<file path="config.mk">
export PLATFORM = sky130hd
export DESIGN_NAME = addsub_seq16
export DESIGN_NICKNAME = d
export VERILOG_FILES = /design/src/rtl/addsub_seq_pkg.sv /design/src/rtl/nibble_addc.sv /design/src/rtl/addsub_seq16.sv
export SDC_FILE = /design/constraint.sdc
export NUM_CORES = 1
export LEC_CHECK = 0
export ABC_AREA = 0
export BUFFER_PORTS_ARGS = -buffer_cell sky130_fd_sc_hd__clkbuf_2
export CAP_MARGIN = 10
export CORE_ASPECT_RATIO = 0.8
export CORE_MARGIN = 4
export CORE_UTILIZATION = 40
export DETAILED_ROUTE_END_ITERATION = 7
export GPL_TIMING_DRIVEN = 0
export SYNTH_ARGS = -nofsm -noshare
export SYNTH_HDL_FRONTEND = slang
export SYNTH_SLANG_ARGS = --single-unit
</file>
<file path="constraint.sdc">
create_clock -name clk -period 5.7 [get_ports clk]
set_input_delay 1.14 -clock clk [delete_from_list [all_inputs] [get_ports clk]]
set_output_delay 1.14 -clock clk [all_outputs]
set_load 0.01 [all_outputs]
</file>
<file path="src/rtl/addsub_seq_pkg.sv">
// Shared definitions for the nibble-serial add/subtract unit:
// controller states and the slice width.
package addsub_seq_pkg;

    typedef enum logic [1:0] {
        IDLE = 2'd0,
        CALC = 2'd1,
        DONE = 2'd2
    } state_e;

    localparam int NIBBLE_W = 4;

endpackage

</file>
<file path="src/rtl/nibble_addc.sv">
// Combinational 4-bit adder slice with carry-in.
// Also exposes the carry into the top bit, used for signed overflow detection.
module nibble_addc
    import addsub_seq_pkg::*;
(
    input  logic [NIBBLE_W-1:0] a_i,
    input  logic [NIBBLE_W-1:0] b_i,
    input  logic                cin_i,
    output logic [NIBBLE_W-1:0] sum_o,
    output logic                cout_o,
    output logic                c3_o
);

    logic [NIBBLE_W:0]   full_sum;
    logic [NIBBLE_W-1:0] low_sum;

    always_comb begin
        full_sum = {1'b0, a_i} + {1'b0, b_i} + {{NIBBLE_W{1'b0}}, cin_i};
        // Sum of the low three bits: its MSB is the carry into bit 3.
        low_sum  = {1'b0, a_i[NIBBLE_W-2:0]} + {1'b0, b_i[NIBBLE_W-2:0]}
                 + {{(NIBBLE_W-1){1'b0}}, cin_i};
        sum_o    = full_sum[NIBBLE_W-1:0];
        cout_o   = full_sum[NIBBLE_W];
        c3_o     = low_sum[NIBBLE_W-1];
    end

endmodule

</file>
<file path="src/rtl/addsub_seq16.sv">
// Sequential add/subtract: one 4-bit slice per cycle, LSB first, with
// valid/ready handshakes on request and response.
module addsub_seq16
    import addsub_seq_pkg::*;
#(
    parameter int NIBBLES = 4
) (
    input  logic                       clk,
    input  logic                       rst_n,
    input  logic                       req_valid,
    output logic                       req_ready,
    input  logic [NIBBLE_W*NIBBLES-1:0] req_a,
    input  logic [NIBBLE_W*NIBBLES-1:0] req_b,
    input  logic                       req_sub,
    output logic                       rsp_valid,
    input  logic                       rsp_ready,
    output logic [NIBBLE_W*NIBBLES-1:0] rsp_result,
    output logic                       rsp_carry,
    output logic                       rsp_ovf,
    output logic                       busy
);

    localparam int W     = NIBBLE_W * NIBBLES;
    localparam int IDX_W = (NIBBLES > 1) ? $clog2(NIBBLES) : 1;
    localparam logic [IDX_W-1:0] IDX_LAST = IDX_W'(NIBBLES - 1);

    state_e              state_q, state_d;
    logic [IDX_W-1:0]    idx_q, idx_d;
    logic [W-1:0]        a_q, b_q;
    logic                sub_q;
    logic [W-1:0]        res_q, res_d;
    logic                carry_q, carry_d;
    logic                ovf_q, ovf_d;

    logic [NIBBLE_W-1:0] a_nib, b_raw, b_nib, sum_nib;
    logic                cout, c3;

    // Subtraction feeds the inverted B slice; the +1 comes from the seeded carry.
    always_comb begin
        a_nib = a_q[int'(idx_q)*NIBBLE_W +: NIBBLE_W];
        b_raw = b_q[int'(idx_q)*NIBBLE_W +: NIBBLE_W];
        b_nib = sub_q ? ~b_raw : b_raw;
    end

    nibble_addc u_nibble_addc (
        .a_i    (a_nib),
        .b_i    (b_nib),
        .cin_i  (carry_q),
        .sum_o  (sum_nib),
        .cout_o (cout),
        .c3_o   (c3)
    );

    always_comb begin
        state_d   = state_q;
        idx_d     = idx_q;
        res_d     = res_q;
        carry_d   = carry_q;
        ovf_d     = ovf_q;
        req_ready = 1'b0;
        rsp_valid = 1'b0;
        busy      = 1'b1;
        case (state_q)
            IDLE: begin
                req_ready = 1'b1;
                busy      = 1'b0;
                if (req_valid) begin
                    state_d = CALC;
                    idx_d   = '0;
                    carry_d = req_sub;
                end
            end
            CALC: begin
                res_d[int'(idx_q)*NIBBLE_W +: NIBBLE_W] = sum_nib;
                carry_d = cout;
                idx_d   = idx_q + 1'b1;
                if (idx_q == IDX_LAST) begin
                    state_d = DONE;
                    ovf_d   = c3 ^ cout;
                end
            end
            DONE: begin
                rsp_valid = 1'b1;
                if (rsp_ready) begin
                    state_d = IDLE;
                end
            end
            default: begin
                state_d = IDLE;
            end
        endcase
    end

    always_ff @(posedge clk) begin
        if (!rst_n) begin
            state_q <= IDLE;
            idx_q   <= '0;
            res_q   <= '0;
            carry_q <= 1'b0;
            ovf_q   <= 1'b0;
        end else begin
            state_q <= state_d;
            idx_q   <= idx_d;
            res_q   <= res_d;
            carry_q <= carry_d;
            ovf_q   <= ovf_d;
        end
    end

    // Operands are captured only at acceptance, so later input changes are ignored.
    always_ff @(posedge clk) begin
        if (state_q == IDLE && req_valid) begin
            a_q   <= req_a;
            b_q   <= req_b;
            sub_q <= req_sub;
        end
    end

    assign rsp_result = res_q;
    assign rsp_carry  = carry_q;
    assign rsp_ovf    = ovf_q;

endmodule

</file>
### Word level (Yosys, flattened, before mapping)

Cells that the tools add are included.

* bits in registers: 55

* reduce and logical (&&, ||, !) cells: 6
* equal/unequal tests: 6
* bitwise logic cells: 2
* muxes and demuxes: 13
* add/subtract/negate cells: 6
* shift-type cells: 4

Operators with widths (number)
* 4-bit negator with 33-bit output: 1
* 4-bit by 33-bit variable shift with 16-bit output (first input constant): 1
* 4-bit by 33-bit variable part select with 16-bit output: 1
* 16-bit by 5-bit variable part select with 4-bit output: 2
* 16-bit bitwise mux: 1
* 2-bit two-way mux: 4
* 2-bit != test (second input constant): 3
* 2-bit one-hot mux with 3 select lines: 1
* 4-bit by 4-bit adder with 5-bit output: 1
* 5-bit by 1-bit adder with 5-bit output: 1
* 3-bit by 3-bit adder with 4-bit output: 1
* 4-bit by 1-bit adder with 4-bit output: 1
* 2-bit == test (second input constant): 2
* 1-bit two-way mux: 4
* 4-bit two-way mux: 1
* 4-bit NOT: 1
* 2-bit one-hot mux with 2 select lines: 1
* 2-bit AND reduction: 2
* 3-bit AND reduction: 1
* 2-bit by 1-bit adder with 2-bit output (second input constant): 1
* 2-bit by 1-bit == test with 1-bit output (second input constant): 1
* 2-bit logical NOT: 1
* 1-bit one-hot mux with 2 select lines: 1
* 2-bit nonzero test: 1
* 2 further kinds: 2

### Logic depth before layout (Yosys ltp)

Gate-level depths: netlist (run 1).

* depth in word-level cells: 7
* gate-level depth with buffers: 10
* gate-level depth less buffers: 9

### Hierarchy

From an unflattened synthesis (run 1), not the netlist that was laid out.

* cells, all modules: 171
* area total of the unflattened synthesis: 2368.5 um2

Modules (own cells, without submodules)
* addsub_seq16: area each 2213.4 um2, cells an instance 151, instances 1, seq. area each 1431.4 um2
* nibble_addc: area each 155.1 um2, cells an instance 20, instances 1, seq. area each 0.0 um2

### Worst setup path after synthesis (run 1)

Ideal clock, no wire load.

* path kind: register to register
* start point: register idx_q[0]
* end point: register carry_q, in the netlist rsp_carry
* arrival: 2.685 ns
* setup slack: 2.898 ns
* cell stages (with the launch flop): 11
* cell sequence: dfxtp_1 buf_6 mux4_1 xnor2_1 fa_1 inv_1 fa_1 a21o_1 a21oi_1 a21oi_1 a31o_2

* longest elaborated chain between the ends: 6

RTL lines
* from (decl): RTL line addsub_seq16.sv:28 `logic [IDX_W-1:0] idx_q, idx_d;`
* from (signal assigned): RTL line addsub_seq16.sv:103 `idx_q <= idx_d;`
* 16-bit by 5-bit variable part select with 4-bit output: RTL line addsub_seq16.sv:41 `b_raw = b_q[int'(idx_q)*NIBBLE_W +: NIBBLE_W];`
* 4-bit NOT: RTL line addsub_seq16.sv:42 `b_nib = sub_q ? ~b_raw : b_raw;`
* 4-bit two-way mux: RTL line addsub_seq16.sv:42
* 4-bit by 4-bit adder with 5-bit output (*): RTL line nibble_addc.sv:18 `full_sum = {1'b0, a_i} + {1'b0, b_i} + {{NIBBLE_W{1'b0}}, cin_i};`
* 5-bit by 1-bit adder with 5-bit output (*): RTL line nibble_addc.sv:18
* 1-bit one-hot mux with 2 select lines (*): RTL line addsub_seq16.sv:63 `case (state_q)`
* to (signal assigned): RTL line addsub_seq16.sv:105 `carry_q <= carry_d;`
* to (decl): RTL line addsub_seq16.sv:32 `logic carry_q, carry_d;`

Mark *: on every way between the ends. The rest lies on a longest branch, timed or not.
A chain may end at the register's enable or synchronous reset.

### Final worst setup path (run 1)

Ends and elaborated chain as after synthesis.

==> results of run 1 <==
-- registers in the layout, indices dropped and copies added (netlist names) --
name        flops
state_q         2
idx_q           2
sub_q           1
rsp_ovf         1
b_q            16
a_q            16
rsp_carry       1
rsp_result     16
-- routing by layer --
metal / vias to the layer above / wire, um / GRT usage
met5: - / 0 / 0
met4: 0 / 6 / 0.0173
met3: 2 / 323 / 0.0519
met2: 47 / 1920 / 0.193
met1: 687 / 2140 / 0.186
li1: 757 / - / -
-- cell usage in the layout (no fill, tap or decap), types with 3 or more instances in the layout --
cell | Yosys | routed
ha_1 | 9 | 9
nand3_1 | 3 | 3
nor2b_1 | 5 | 5
clkinv_1 | 1 | 3
dfxtp_1 | 22 | 22
inv_1 | 7 | 7
or2_2 | 3 | 3
clkbuf_8 | 0 | 5
edfxtp_1 | 33 | 33
o21ai_0 | 4 | 4
mux4_1 | 8 | 8
clkbuf_2 | 0 | 56
a22oi_1 | 13 | 13
nand2_1 | 8 | 8
a21oi_1 | 4 | 4
xor2_1 | 5 | 5
nor2_1 | 17 | 17
-- critical path: stages (launching register included) --
cell	delay, ns
dfxtp_1	0.57
buf_6	0.23
mux4_1	0.58
xnor2_1	0.19
fa_1	0.22
inv_1	0.06
fa_1	0.40
a21o_1	0.20
a21oi_1	0.20
a21oi_1	0.10
a31o_2	0.24
-- cells by family (layout without fill, tap and decap cells) --
| group | after synthesis | in the layout | synth area share |
|---|---|---|---|
| adders and majority gates | 11 | 11 | 0.0644 |
| and+or+nand+nor | 45 | 45 | 0.104 |
| AOI/OAI and AO/OA | 30 | 30 | 0.0887 |
| muxes | 8 | 8 | 0.0887 |
| xor gates and xnor gates | 7 | 7 | 0.0259 |
| DFF | 55 | 55 | 0.604 |
| buffers and inverters | 13 | 78 | 0.0248 |
-- cells in the mapped netlist --
library cell / instances / area share
a211oi_1: 2 / 0.0063
a21o_1: 1 / 0.0032
a21oi_1: 4 / 0.0084
a22oi_1: 13 / 0.041
a31o_2: 1 / 0.0037
and2_1: 2 / 0.0053
and3_1: 1 / 0.0026
and3_2: 1 / 0.0032
and4_1: 1 / 0.0037
and4bb_2: 1 / 0.0053
buf_2: 2 / 0.0042
buf_6: 1 / 0.0047
clkbuf_1: 2 / 0.0032
clkinv_1: 1 / 0.0016
dfxtp_1: 22 / 0.19
edfxtp_1: 33 / 0.42
fa_1: 2 / 0.017
ha_1: 9 / 0.047
inv_1: 7 / 0.011
mux4_1: 8 / 0.089
nand2_1: 8 / 0.013
nand2_4: 1 / 0.0047
nand3_1: 3 / 0.0063
nor2_1: 17 / 0.027
nor2b_1: 5 / 0.013
nor3_1: 1 / 0.0021
nor4b_4: 1 / 0.010
o21a_1: 2 / 0.0063
o21ai_0: 4 / 0.0084
o311ai_0: 1 / 0.0037
o311ai_1: 1 / 0.0037
o31a_1: 1 / 0.0037
or2_2: 3 / 0.0079
xnor2_1: 2 / 0.0074
xor2_1: 5 / 0.018
-- how the worst max path moves through the flow --
stage	from	to	slack, ns	cells past startpoint
final	idx_q[0]	rsp_carry	2.60	10
after global routing	idx_q[0]	rsp_carry	2.42	10
after global placement	idx_q[0]	rsp_carry	2.62	10
after CTS	idx_q[0]	rsp_carry	2.61	10
after detailed placement	idx_q[0]	rsp_carry	2.64	10
after floorplan	idx_q[0]	rsp_carry	2.90	10
-- metrics by stage --
stage | hold WS [ns] | instance area (um^2) | worst slack [ns] | util
after floorplan | 0.476 | 2370 | 2.90 | -
final | 0.469 | 2860 | 2.60 | 0.512
after global routing | 0.516 | 2860 | 2.42 | 0.512
after detailed placement | 0.458 | 2780 | 2.64 | 0.497
after global placement | 0.450 | 2750 | 2.62 | 0.492
after CTS | 0.470 | 2860 | 2.61 | 0.512
-- power breakdown --
part	switching, mW	leakage [nW]	internal (mW)
Sequential	0.00816	0.492	0.442
Clock	0.122	0.0392	0.0838
Combinational	0.0791	0.633	0.0606
-- layout make-up --
class | instances | share of cell area
clock buffers | 5 | 0.0241
inverters | 8 | 0.0105
well taps | 78 | 0.0341
repair buffers | 57 | 0.108
plain buffers | 5 | 0.0101
flip-flops and latches | 55 | 0.500
clock inverters | 3 | 0.00525
multi-input cells | 101 | 0.308
==> results.yml, run 1 <==
outcome:
  status: "finished clean"
drt:
  ant_nets: 0
  vias: 1493
  drc: 0
  dr.pass1.iters: 4
  drt_iter0_markers: 77
  routed_wirelength_um: 4390
  vias_per_cell: 4.79
  post_drt_wl_per_cell_um: 14.1
timing:
  setup_viol: 0
  final_hold_viol_count: 0
  maxSlewViolCount: 0
  slew_headroom: 0.590
  rsz0062_at_grt: "false"
  worst_slew_pin_slew_ns: 0.614
  finalSetupTns_ns: 0
  fmax_ghz: 0.322
  period_minus_slack_ns: 3.10
  finClkSkew_ns: 0.00723
  period_share: 0.544
worst_hold_path:
  min_to: "rsp_result[15]"
  hold_start: "rsp_result[15]"
  min_path_type: "register to register"
  hold_path_depth: 2
setup_path:
  cp_data_arrival_time_ns: 3.31
  endpoint_kind: "register"
  r2r_start: "idx_q[0]"
  rr_endpoint: "rsp_carry"
  r2r_setup_slack_ns: 2.60
  cp_max_fo: 10
  reg2reg_depth: 10
  start_kind: "register"
  worstPathRequired_ns: 5.91
  critical_path_class: "register to register"
cells_and_area:
  fillers: 514
  fin_nets: 281
  multi_input_comb_area_um2: 881
  stdcell_count: 312
  diodes: 0
  drive_gt1_frac: 0.316
  syn_to_final_growth_pct: 20.6
  seqCellArea_um2: 1430
floorplan:
  die_w_um: 94.1
  die_y_um: 76.9
  io_pins: 58
  start_util: 0.425
  dieArea_um2: 7230
  coreArea_um2: 5590
  rows: 24
global_route:
  grt.overflow.total: 0
  track_usage: 0.130
  grt_pass1_vias: 1527
  grt_max_degree: 24
  antenna_found_initial: 0
  grt_pass1_wl_um: 7340
clock_tree:
  root_buffer: "clkbuf_8"
  path_clk_slew_ns: 0.10
  cts_buffer_depth: 2
  cts_resized: 0
  htree_levels: 2
  numCtsBuffers: 5
  cts_hold_buf: 0
  postCtsSetupBuffers: 0
  clk_latency_ns: 0.30
  cts_num_sinks: 55
  cts_tree: "built"
power_and_ir_drop:
  vdd_drop_max_mv: 0.184
  powerDensity_nw_per_um2: 278
  leakage_nw: 1.16
  p_total_uw: 795
logic_synthesis:
  synth_warnings: 0
  syn_nets: 217
  ys_ff_latch: 55
  syn_area_per_cell_um2: 14.0
  synth_cell_types: 35
  ys_seq_area_frac: 0.604
  synth_area_um2: 2370
  syn_inst: 169
placement:
  dp_hpwl_um: 3290
  placed_cells: 304
  io_buffers: 56
  gp_congestion: 0.813
job:
  cap_violations: 0
(Power assumes the default switching activity.)
==> run 2, diff against run 1 <==
Settings changed: PLACE_DENSITY set to 0.65.
Clock period 5.7 ns to 2.8 ns, I/O delays scaled along.
==> run 2 against run 1 <==
- hold slack worse by 0.051 ns
- largest cell class unchanged
- register-to-register slack lost 2.5 ns
- setup slack got worse by 2.5 ns
- first-iteration DRC count fell by 23%
- clock skew shrank 0.0013 ns
- critical endpoint unchanged
- global-route usage shrank 0.75 points
- via count is 0.47% lower
- total power rose by 120%
==> results.yml, run 2 (synthesis results as in run 1) <==
setup_path:
  cp_slowest_stage_delay_ns: 0.54
  slowest_stage: "mux4_2"
  crit_chain: "buf_8, mux4_2, xnor2_2, fa_1, inv_1, fa_1, a21o_1, a21oi_2, a21oi_1, a31o_2"
  endpoint_kind: "register"
  start_kind: "register"
  path_delay_family: "compound AO/OA/AOI/OAI gates"
  cp_common_cell: "fa_1"
  critical_path_class: "register to register"
  cp_max_fo: 10
  cp_data_arrival_time_ns: 2.88
  worstPathRequired_ns: 3.01
  critPathBufInv: 2
global_route:
  met3_usage: 0.0450
  busiest_layer: "met2"
  grt.overflow.total: 0
  antenna_found_initial: 0
  grt_pass1_vias: 1428
  track_usage: 0.123
  grt_pass1_wl_um: 6850
  gr-usage-met1: 0.175
  grt_max_degree: 25
  met2_usage: 0.178
placement:
  gp_congestion: 0.747
  dp_hpwl_um: 3250
  placed_cells: 304
  io_buffers: 56
  pre_cts_ws_ns: -0.161
clock_tree:
  cts_num_sinks: 55
  cts_tree: "built"
  clk_latency_ns: 0.31
  numCtsBuffers: 5
  cts_buffer_depth: 2
  root_buffer: "clkbuf_8"
  path_clk_slew_ns: 0.09
  htree_levels: 2
  cts_hold_buf: 0
timing:
  whs_ns: 0.418
  rsz0062_at_grt: "false"
  fmax_ghz: 0.373
  maxSlewViolCount: 0
  fin_ws_ns: 0.123
  finClkSkew_ns: 0.00590
  slew_headroom: 0.638
  period_minus_slack_ns: 2.68
  setup_viol: 0
  final_hold_viol_count: 0
  period_share: 0.956
  worst_slew_pin_slew_ns: 0.543
cells_and_area:
  final_common_cell: "clkbuf_2"
  drive_gt1_frac: 0.349
  seqCellArea_um2: 1440
  fillers: 508
  fin_nets: 282
  diodes: 0
  syn_to_final_growth_pct: 23.2
  final_cell_mix: "clkbuf_2 (56), edfxtp_1 (33), dfxtp_1 (21)"
  stdcell_count: 313
  multi_input_comb_area_um2: 888
  postLayoutCoreUtil: 0.523
floorplan:
  die_y_um: 76.9
  die_w_um: 94.1
  io_pins: 58
  coreArea_um2: 5590
  dieArea_um2: 7230
  start_util: 0.425
  rows: 24
drt:
  ant_nets: 0
  dr.pass1.iters: 4
  vias: 1486
  drt_iter0_markers: 59
  post_drt_wl_per_cell_um: 13.7
  drc: 0
  routed_wirelength_um: 4300
  vias_per_cell: 4.75
power_and_ir_drop:
  power_switching_uw: 433
  p_sw_frac: 0.246
  vdd_drop_max_mv: 0.292
  pwr-share-comb: 0.170
  intPower_mw: 1.32
  leakage_nw: 1.20
  p_seq_frac: 0.521
  clock_power_share: 0.310
  powerDensity_nw_per_um2: 601
outcome:
  status: "finished clean"
worst_hold_path:
  min_path_type: "input port to register"
job:
  cap_violations: 0
==> run 2: layout make-up <==
cell class                      count  share of cell area
Timing Repair Buffer               58               0.108
Buffer                              5              0.0116
Clock buffer                        6              0.0283
Inverter                            8              0.0103
Clock inverter                      2              0.0133
Multi-Input combinational cell    101               0.304
Tap cell                           78              0.0334
Sequential cell                    55               0.491
==> run 2: repair_timing <==
item / CTS / global route
buffers inserted: 1 / 0
gates resized for setup: 4 / 3
endpoints found under the setup margin: 7 / 6
==> run 2: through the flow <==
stage                     power, mW  area (um^2)  setup TNS, ns
after floorplan                1.12         2370              0
after global placement         1.21         2750         -0.345
after detailed placement       1.22         2780         -0.572
after CTS                      1.77         2920              0
after global routing           1.84         2920              0
final                          1.76         2920              0
==> run 2: power groups by stage <==
stage	combinational, mW	clock [mW]	sequential, mW
final	0.298	0.544	0.914
after global routing	0.327	0.597	0.918
after CTS	0.296	0.563	0.914
after detailed placement	0.285	0	0.936
after global placement	0.274	0	0.936
after floorplan	0.186	0	0.934
==> run 2: worst paths after layout <==
check,startpoint,endpoint,slack [ns],cells after the start
max,idx_q[0],rsp_carry,0.12,10
min,req_a[1],a_q[1],0.42,1
max reg2reg,idx_q[0],rsp_carry,0.12,10
min reg2reg,rsp_result[15],rsp_result[15],0.46,2
==> run 2: layer usage <==
metal	part of all wire	routed length, um	up-vias
li1	-	-	763
met1	0.47	2040	671
met2	0.44	1890	47
met3	0.074	316	5
met4	0.012	52	0
met5	0	0	-
==> run 3, diff against run 2 <==
Settings changed: SYNTH_HIERARCHICAL set to 1.
==> run 3 against run 2 <==
- clock skew grew 0.0017 ns
- non-clock buffer count grew 6
- total power fell by 9.5%
- area after synthesis fell by 0.11%
- utilization hardly changed
- via count grew 2.0%
- largest power group unchanged
==> results.yml, run 3 <==
outcome:
  status: "finished clean"
setup_path:
  slowest_stage: "mux4_2"
  worstPathRequired_ns: 3.00
  r2r_start: "idx_q[0]"
  cp_common_cell: "fa_2"
  critical_path_class: "register to register"
  start_kind: "register"
  endpoint_kind: "register"
  cp_slowest_stage_delay_ns: 0.51
  crit_chain: "mux4_2, xor2_1, inv_1, fa_2, fa_2, nor2b_1, o21ai_0, nand2b_1, xnor2_1, nand2_1, o211a_1"
  rr_endpoint: "rsp_ovf"
  cp_data_arrival_time_ns: 2.83
  r2r_setup_slack_ns: 0.17
  critPathBufInv: 1
  path_delay_family: "adder cells"
  reg2reg_depth: 11
  cp_max_fo: 4
logic_synthesis:
  yosys.area.top_type: "edfxtp_1"
  ys_seq_area_frac: 0.604
  synthArstFlopShare: 0
  syn_area_per_cell_um2: 13.9
  ys_ff_latch: 55
  synth_area_um2: 2370
  synth_warnings: 6
  synth_cell_types: 38
  synthDominantCellAreaShare: 0.418
  synth_most_common_cell: "edfxtp_1"
  yosys-top-cells-area: "edfxtp_1 (42%), dfxtp_1 (19%), mux4_2 (7.6%)"
  synth_flop_cell: "edfxtp_1"
  syn_inst: 171
  syn_nets: 218
  synthTopCellsByCount: "edfxtp_1 (33), dfxtp_1 (22), nand2_1 (19)"
  synth-edff-count: 33
drt:
  ant_nets: 0
  vias_per_cell: 4.75
  routed_wirelength_um: 4300
  dr.pass1.iters: 4
  post_drt_wl_per_cell_um: 13.5
  drc: 0
  drt_iter0_markers: 54
  vias: 1516
placement:
  pre_cts_ws_ns: -0.364
  io_buffers: 57
  dpl_cell_area_um2: 2780
  gp_congestion: 0.804
  dp_hpwl_um: 3330
cells_and_area:
  drive_gt1_frac: 0.365
  fin_nets: 287
  final_cell_mix: "clkbuf_2 (57), edfxtp_1 (33), dfxtp_1 (20)"
  final_common_cell: "clkbuf_2"
  fillers: 526
  syn_to_final_growth_pct: 23.4
  fin_area_um2: 2920
  diodes: 0
global_route:
  grt_max_degree: 23
  track_usage: 0.123
  grt_pass1_vias: 1512
  grt_pass1_wl_um: 7010
  antenna_found_initial: 0
  grt.overflow.total: 0
clock_tree:
  cts_hold_buf: 0
  cts_buffer_depth: 2
  htree_levels: 2
  path_clk_slew_ns: 0.09
  cts_tree: "built"
  numCtsBuffers: 5
  cts_num_sinks: 55
  root_buffer: "clkbuf_8"
  clk_latency_ns: 0.29
power_and_ir_drop:
  power_switching_uw: 392
  powerDensity_nw_per_um2: 543
  p_sw_frac: 0.247
  vdd_drop_max_mv: 0.318
  leakage_nw: 1.21
  p_total_mw: 1.59
  p_seq_frac: 0.575
  clock_power_share: 0.253
  intPower_mw: 1.20
  pwr-share-comb: 0.172
timing:
  rsz0062_at_grt: "false"
  fmax_ghz: 0.380
  period_share: 0.941
  fin_ws_ns: 0.167
  whs_ns: 0.438
  final_hold_viol_count: 0
  slew_headroom: 0.583
  finalSetupTns_ns: 0
  period_minus_slack_ns: 2.63
  setup_viol: 0
  finClkSkew_ns: 0.00762
  maxSlewViolCount: 0
  worst_slew_pin_slew_ns: 0.625
worst_hold_path:
  hold_start: "req_a[1]"
  hold_path_depth: 1
  min_to: "a_q[1]"
  min_path_type: "input port to register"
floorplan:
  die_w_um: 94.0
  rows: 24
  io_pins: 58
  start_util: 0.424
  die_y_um: 76.8
  coreArea_um2: 5590
  dieArea_um2: 7220
job:
  cap_violations: 0
-- run 3: cell count changes after synthesis, sizes merged, moves of 3 or more --
| cell | previous run | this run |
|---|---|---|
| nand3 | 3 | 0 |
| o22ai | 0 | 10 |
| a22o | 0 | 4 |
| nand2b | 0 | 4 |
| inv | 7 | 12 |
| o21ai | 4 | 1 |
| a21boi | 0 | 3 |
| a22oi | 13 | 1 |
| nor2 | 17 | 1 |
| nand2 | 9 | 19 |
-- run 3: metal layers --
metal	part of all wire	global-route usage	wire, um	vias to the layer above
li1	-	-	-	758
met1	0.46	0.162	2000	720
met2	0.47	0.199	2030	38
met3	0.062	0.0372	265	0
met4	0	0.0260	0	0
met5	0	0	0	-
-- run 3: cell families (layout without fill, tap and decap cells) --
family	Yosys count	after routing	share of synthesized area
flops	55	55	0.604
simple gates	45	45	0.117
compound gates	25	25	0.0750
buf+inv	19	89	0.0343
fa+ha+maj	10	10	0.0592
mux	10	10	0.0845
xor+xnor	7	7	0.0259
-- run 3: cell type report --
class	count	area, um^2	share of cell area
timing repair buffer	62	343	0.117
multi-input combinational	97	868	0.297
inverter	12	45.0	0.0154
sequential	55	1440	0.491
tap	78	97.6	0.0334
clock buffer	6	72.6	0.0248
clock inverter	2	7.51	0.00257
buffer	7	52.6	0.0180
-- run 3: worst max path at each step --
stage / startpoint / endpoint / depth (start not counted)
finish: idx_q[0] / rsp_ovf / 11
global route: idx_q[0] / rsp_ovf / 11
CTS: idx_q[0] / rsp_ovf / 11
detailed placement: idx_q[1] / rsp_ovf / 12
global placement: idx_q[1] / rsp_ovf / 12
floorplan: idx_q[1] / rsp_ovf / 12
-- run 3: power by group through the flow --
| stage | logic, mW | registers (mW) | clock network [mW] |
|---|---|---|---|
| finish | 0.273 | 0.913 | 0.402 |
| global route | 0.308 | 0.918 | 0.453 |
| CTS | 0.264 | 0.915 | 0.421 |
| detailed placement | 0.260 | 0.934 | 0 |
| global placement | 0.250 | 0.934 | 0 |
| floorplan | 0.168 | 0.933 | 0 |
-- run 3: timing repair --
action,in CTS,in global routing
pin swaps,0,1
cloned,0,0
gates resized for setup,7,4
buffers inserted,0,4
setup endpoints to repair,14,4
-- run 3: per-stage QoR --
stage | std cells | utilization
4_1_cts | 315 | 0.515
3_3_place_gp | 306 | 0.493
5_1_grt | 319 | 0.523
3_5_place_dp | 307 | 0.498
2_1_floorplan | 171 | -
6_report | 319 | 0.523
